[config.mk]
export PLATFORM = sky130hd
export DESIGN_NAME = keypad_scan_4x4
export DESIGN_NICKNAME = d
export VERILOG_FILES = /design/src/rtl/keypad_pkg.sv /design/src/rtl/keypad_scan_4x4_tick_gen.sv /design/src/rtl/keypad_scan_4x4.sv
export SDC_FILE = /design/constraint.sdc
export NUM_CORES = 1
export LEC_CHECK = 0
export CAP_MARGIN = 20
export CORE_UTILIZATION = 63
export CTS_BUF_LIST = sky130_fd_sc_hd__clkbuf_16
export CTS_CLUSTER_DIAMETER = 30
export DETAILED_ROUTE_END_ITERATION = 12
export PLACE_DENSITY = 0.84
export SLEW_MARGIN = 20
export SYNTH_ARGS = -nofsm -noshare
export SYNTH_HDL_FRONTEND = slang
export SYNTH_SLANG_ARGS = --single-unit
[constraint.sdc]
create_clock -name clk_50mhz -period 3.95 [get_ports clk_50mhz]
set_input_delay 0.9875 -clock clk_50mhz [delete_from_list [all_inputs] [get_ports clk_50mhz]]
set_output_delay 0.9875 -clock clk_50mhz [all_outputs]
set_load 0.05 [all_outputs]
[src/rtl/keypad_pkg.sv]
// Shared types and helpers for the 4x4 keypad scanner: FSM encoding,
// counter widths and row-sense classification.
package keypad_pkg;

  typedef enum logic [1:0] {
    SCAN     = 2'd0,
    DEBOUNCE = 2'd1,
    HELD     = 2'd2
  } kp_state_t;

  typedef enum logic [1:0] {
    ROW_CLS_IDLE   = 2'd0,
    ROW_CLS_SINGLE = 2'd1,
    ROW_CLS_MULTI  = 2'd2
  } row_class_t;

  localparam logic [3:0] ROW_IDLE = 4'hF;
  localparam int         COL_W    = 2;
  localparam int         CNT_W    = 4;

  // Rows are active-low: count the zeros to tell idle, single key and ghosting apart.
  function automatic row_class_t classify_row(input logic [3:0] row);
    int zeros;
    zeros = 0;
    for (int i = 0; i < 4; i++) begin
      if (!row[i]) zeros++;
    end
    if (zeros == 0)      return ROW_CLS_IDLE;
    else if (zeros == 1) return ROW_CLS_SINGLE;
    else                 return ROW_CLS_MULTI;
  endfunction

  function automatic logic [1:0] row_index(input logic [3:0] row);
    logic [1:0] idx;
    idx = 2'd0;
    for (int i = 3; i >= 0; i--) begin
      if (!row[i]) idx = 2'(i);
    end
    return idx;
  endfunction

endpackage

[src/rtl/keypad_scan_4x4_tick_gen.sv]
// Free-running divider producing a one-cycle tick at the end of every
// DIV-cycle column dwell.
module tick_gen #(
  parameter int DIV = 4
) (
  input  logic clk_50mhz,
  input  logic rst,
  output logic tick
);

  localparam int              DIV_W    = (DIV > 1) ? $clog2(DIV) : 1;
  localparam logic [DIV_W-1:0] DIV_LAST = DIV_W'(DIV - 1);

  logic [DIV_W-1:0] div_cnt_reg;

  always_ff @(posedge clk_50mhz) begin
    if (rst) begin
      div_cnt_reg <= '0;
    end else if (div_cnt_reg == DIV_LAST) begin
      div_cnt_reg <= '0;
    end else begin
      div_cnt_reg <= div_cnt_reg + 1'b1;
    end
  end

  assign tick = (div_cnt_reg == DIV_LAST);

endmodule

[src/rtl/keypad_scan_4x4.sv]
// 4x4 active-low keypad scanner: rotates the column drive, debounces a single
// pressed key and its release, and emits one key_valid strobe per press.
module keypad_scan_4x4
  import keypad_pkg::*;
#(
  parameter int CLK_HZ         = 50000000,
  parameter int SCAN_HZ        = 1000,
  parameter int DEBOUNCE_TICKS = 4
) (
  input  logic       clk_50mhz,
  input  logic       rst,
  output logic [3:0] key_col,
  input  logic [3:0] key_row,
  output logic [3:0] key_code,
  output logic       key_valid,
  output logic       key_held
);

  localparam int               DIV       = CLK_HZ / SCAN_HZ;
  localparam logic [CNT_W-1:0] DB_TARGET = CNT_W'(DEBOUNCE_TICKS);
  localparam logic [CNT_W-1:0] CNT_ONE   = CNT_W'(1);

  logic             tick;
  logic [3:0]       row_meta_reg;
  logic [3:0]       row_s;
  row_class_t       row_cls;

  kp_state_t        state_reg, state_next;
  logic [COL_W-1:0] col_idx_reg, col_idx_next;
  logic [COL_W-1:0] lat_col_reg, lat_col_next;
  logic [3:0]       lat_row_reg, lat_row_next;
  logic [CNT_W-1:0] db_cnt_reg, db_cnt_next;
  logic [CNT_W-1:0] rel_cnt_reg, rel_cnt_next;
  logic [3:0]       key_code_reg, key_code_next;
  logic             key_valid_reg, key_valid_next;
  logic             key_held_reg, key_held_next;
  logic [CNT_W-1:0] db_cnt_inc, rel_cnt_inc;

  tick_gen #(.DIV(DIV)) u_tick_gen (
    .clk_50mhz (clk_50mhz),
    .rst       (rst),
    .tick      (tick)
  );

  // Rows are asynchronous; two flops per bit, idling high like the pull-ups.
  always_ff @(posedge clk_50mhz) begin
    if (rst) begin
      row_meta_reg <= 4'hF;
      row_s        <= 4'hF;
    end else begin
      row_meta_reg <= key_row;
      row_s        <= row_meta_reg;
    end
  end

  generate
    for (genvar gi = 0; gi < 4; gi++) begin : g_col_drive
      assign key_col[gi] = (col_idx_reg != COL_W'(gi));
    end
  endgenerate

  assign row_cls     = classify_row(row_s);
  assign db_cnt_inc  = db_cnt_reg + 1'b1;
  assign rel_cnt_inc = rel_cnt_reg + 1'b1;

  always_ff @(posedge clk_50mhz) begin
    if (rst) begin
      state_reg     <= SCAN;
      col_idx_reg   <= '0;
      lat_col_reg   <= '0;
      lat_row_reg   <= ROW_IDLE;
      db_cnt_reg    <= '0;
      rel_cnt_reg   <= '0;
      key_code_reg  <= 4'h0;
      key_valid_reg <= 1'b0;
      key_held_reg  <= 1'b0;
    end else begin
      state_reg     <= state_next;
      col_idx_reg   <= col_idx_next;
      lat_col_reg   <= lat_col_next;
      lat_row_reg   <= lat_row_next;
      db_cnt_reg    <= db_cnt_next;
      rel_cnt_reg   <= rel_cnt_next;
      key_code_reg  <= key_code_next;
      key_valid_reg <= key_valid_next;
      key_held_reg  <= key_held_next;
    end
  end

  always_comb begin
    state_next     = state_reg;
    col_idx_next   = col_idx_reg;
    lat_col_next   = lat_col_reg;
    lat_row_next   = lat_row_reg;
    db_cnt_next    = db_cnt_reg;
    rel_cnt_next   = rel_cnt_reg;
    key_code_next  = key_code_reg;
    key_valid_next = 1'b0;
    key_held_next  = key_held_reg;

    if (tick) begin
      case (state_reg)
        SCAN: begin
          if (row_cls == ROW_CLS_SINGLE) begin
            lat_row_next = row_s;
            lat_col_next = col_idx_reg;
            db_cnt_next  = CNT_ONE;
            // A single-tick debounce accepts on the very first sighting.
            if (DB_TARGET == CNT_ONE) begin
              key_code_next  = {row_index(row_s), col_idx_reg};
              key_valid_next = 1'b1;
              key_held_next  = 1'b1;
              rel_cnt_next   = '0;
              state_next     = HELD;
            end else begin
              state_next = DEBOUNCE;
            end
          end else begin
            col_idx_next = col_idx_reg + 1'b1;
          end
        end
        DEBOUNCE: begin
          if (row_s == lat_row_reg) begin
            db_cnt_next = db_cnt_inc;
            if (db_cnt_inc == DB_TARGET) begin
              key_code_next  = {row_index(lat_row_reg), lat_col_reg};
              key_valid_next = 1'b1;
              key_held_next  = 1'b1;
              rel_cnt_next   = '0;
              state_next     = HELD;
            end
          end else begin
            col_idx_next = col_idx_reg + 1'b1;
            state_next   = SCAN;
          end
        end
        HELD: begin
          if (row_s == ROW_IDLE) begin
            rel_cnt_next = rel_cnt_inc;
            if (rel_cnt_inc == DB_TARGET) begin
              key_held_next = 1'b0;
              col_idx_next  = col_idx_reg + 1'b1;
              state_next    = SCAN;
            end
          end else begin
            rel_cnt_next = '0;
          end
        end
        default: state_next = SCAN;
      endcase
    end
  end

  assign key_code  = key_code_reg;
  assign key_valid = key_valid_reg;
  assign key_held  = key_held_reg;

endmodule

==> out/summary.txt <==
Status -> finished clean
CP top delay family -> simple AND/OR/NAND/NOR gates
Via count -> 1821
Hold path depth -> 1
Buffers added on ports -> 15
Initial Util -> 67.1%
Fmax achieved -> 322 MHz
Crit Path Max Fanout -> 7
Post-layout net count -> 294
Max Cap Viol -> 0
R2R depth -> 10
Synth Register Bits -> 48
First-pass GRT wire length -> 7.57 mm
Total Power -> 0.961 mW
CTS Root Cell -> clkbuf_16
Tightest Pin Transition -> 0.631 ns
WP buf/inv -> 2
Vias per cell -> 5.60
HPWL Detailed -> 3.13 mm
Min Tclk post-route -> 3.11 ns
Tcrit/Tclk final -> 78.7%
Slew HR -> 57.8%
Crit path kind -> register to register
Design area -> 0.00280 mm2
First-iteration detailed-routing DRC count -> 135
Die Wd -> 64.9 um
Synth Net Count -> 282
DP Cell Count -> 317
IR drop worst, VDD -> 287 uV
Drt pass-1 iters -> 4
Pre-CTS setup slack -> 0.865 ns
Largest net degree at the start of global routing -> 20
# fillers -> 280
Top FF cell, synth -> dfxtp_1
Die height -> 64.9 um
Area of the multi-input gates -> 0.00142 mm2
Total Routing Usage GR -> 23.4%
Worst Path Arrival -> 3.29 ns
Die Footprint -> 0.00421 mm2
Final setup fails -> 0
Clk_skew -> 0.00509 ns
Max reg flops -> 16
FP Rows -> 22
Yosys warnings -> 0
Power per cell area -> 344 mW/mm2
Hold Path Class -> register to register
Avg WL per Cell -> 13.5 um
Most frequent CP cell -> ha_1
Synthesis-to-finish area growth -> 12.1%
Post-cts hold buffer count -> 0
Reg-to-reg startpoint -> row_s[0]$_SDFF_PP1_
CTS Buffer Depth -> 2
Slowest Stage Delay on Critical Path -> 0.58 ns
Gr ovfl total -> 0
Crit start category -> register
Gpl congestion -> 0.785
Post-synthesis sequential area ratio -> 38.6%
Leak pwr -> 1.08 nW
Critical-path top delay cell -> nor4b_2
EDFF count, synth -> 0
Routed WL -> 4.38 mm
Worst Hold Launch -> row_meta_reg[1]$_SDFF_PP1_
R2r setup slk -> 0.84 ns
Layout cells sized above 1 -> 12.3%
TNS Setup -> 0 ns
Clock transition at path regs -> 0.06 ns
Sink Count -> 48
Reg2reg end -> lat_row_reg[3]$_SDFFE_PP1P_
Number of nets with antenna violations after routing -> 0
Final non-filler cell total -> 325
I/O pins -> 16
Vias in the first global route -> 1698
Hold Vio Cnt, Final -> 0
CTS Buf Count -> 5
CTS tree -> built
Hold Crit Endpoint -> row_s[1]$_SDFF_PP1_
RSZ-0062 raised after global routing -> no
DP Area -> 0.00265 mm2
Fraction of registers with async set/reset -> 0%
Worst Path Required -> 4.13 ns
N_diodes -> 0
Syn avg cell area -> 9.44 um2
Register area -> 961 um2
H-tree Lvls -> 2
Initial antenna violation count -> 0
Final-report max-slew violation count -> 0
Mapped Area -> 0.00249 mm2
Critical path cell sequence -> inv_1, ha_1, xnor2_1, ha_1, nor4b_4, nor4_4, nor4b_2, buf_4, nor2b_1, a211o_1
Distinct cells, synth -> 52
Post-Synthesis Cells -> 264
Clock latency on the worst-skew pair -> 0.29 ns
Drc violations -> 0
Core box area -> 0.00372 mm2
Setup slack after layout -> 0.843 ns
Post-CTS sizing -> 0
Critical path endpoint category -> register
# Post-CTS Setup Buffers -> 0
layout by cell type, fill, tap and decap left out, drive strengths merged, types with 3 or more instances in the layout:
cell type,Yosys,routed
dfxtp,48,48
nor2,34,34
clkdlybuf4s50,0,15
inv,12,12
ha,12,12
xor2,12,12
nand2,11,11
a21oi,11,11
nor2b,10,10
nand3,10,10
xnor2,9,9
or2,8,8
nand2b,6,6
o21ai,6,6
nand4,6,6
mux2i,5,5
a211o,5,5
clkbuf,7,5
nor3,5,5
and3,4,4
nor4b,4,4
and4bb,3,3
a211oi,3,3
or4,3,3
clkinv,0,3
layout make-up:
class | count | area share [%]
clock buffer | 5 | 4.48
clock inverter | 3 | 0.671
inverter | 12 | 1.61
multi-input combinational | 192 | 50.8
sequential | 48 | 34.4
tap | 48 | 2.15
timing repair buffer | 17 | 5.91
routing by layer:
metal,share of wire (%),track usage (%),vias to the layer above
met5,0,0,-
met4,1.4,7.50,0
met3,2.7,6.34,7
met2,49,40.5,12
met1,47,27.9,855
li1,-,-,947
per-stage QoR:
| step | util [%] | hold slack, ns |
|---|---|---|
| 2_1_floorplan | - | 0.389 |
| 3_3_place_gp | 71.3 | 0.393 |
| 3_5_place_dp | 71.3 | 0.396 |
| 4_1_cts | 75.2 | 0.411 |
| 5_1_grt | 75.2 | 0.430 |
| 6_report | 75.2 | 0.410 |
cells in the mapped netlist, drive strengths merged, types with 6 or more instances:
library cell | n | share of area (%)
inv | 12 | 1.8
nand3 | 10 | 2.0
xnor2 | 9 | 3.2
ha | 12 | 6.0
a21oi | 11 | 2.4
nor2b | 10 | 2.5
or2 | 8 | 2.0
nor2 | 34 | 5.1
xor2 | 12 | 4.5
dfxtp | 48 | 39
o21ai | 6 | 1.2
nand2 | 11 | 1.7
nand2b | 6 | 1.5
clkbuf | 7 | 1.1
nand4 | 6 | 2.0
cell families after synthesis:
logic type / Yosys count / share of synthesized area (%)
buffers and inverters: 24 / 4.47
muxes: 6 / 2.46
and+or+nand+nor: 113 / 29.3
xor gates and xnor gates: 21 / 7.68
adders and majority gates: 12 / 6.02
DFF: 48 / 38.6
AOI/OAI and AO/OA: 40 / 11.5
worst max path at each step:
stage | endpoint | depth (start not counted) | start | slack (ns)
6_report | lat_row_reg[3]$_SDFFE_PP1P_ | 10 | row_s[0]$_SDFF_PP1_ | 0.84
5_1_grt | lat_col_reg[0]$_SDFFE_PP0P_ | 10 | row_s[0]$_SDFF_PP1_ | 0.66
4_1_cts | lat_row_reg[3]$_SDFFE_PP1P_ | 10 | row_s[0]$_SDFF_PP1_ | 0.85
3_5_place_dp | lat_row_reg[3]$_SDFFE_PP1P_ | 10 | row_s[0]$_SDFF_PP1_ | 0.86
3_3_place_gp | lat_row_reg[3]$_SDFFE_PP1P_ | 10 | row_s[0]$_SDFF_PP1_ | 0.97
2_1_floorplan | col_idx_reg[0]$_SDFFE_PP0P_ | 9 | row_s[0]$_SDFF_PP1_ | 1.28
power breakdown:
part           switching, mW  internal (mW)  total, mW
Combinational         0.0270         0.0248     0.0518
Sequential           0.00703          0.490      0.497
Clock                  0.179          0.233      0.412
Total                  0.213          0.748      0.961
Note: power is estimated with default switching activity, not from simulation.
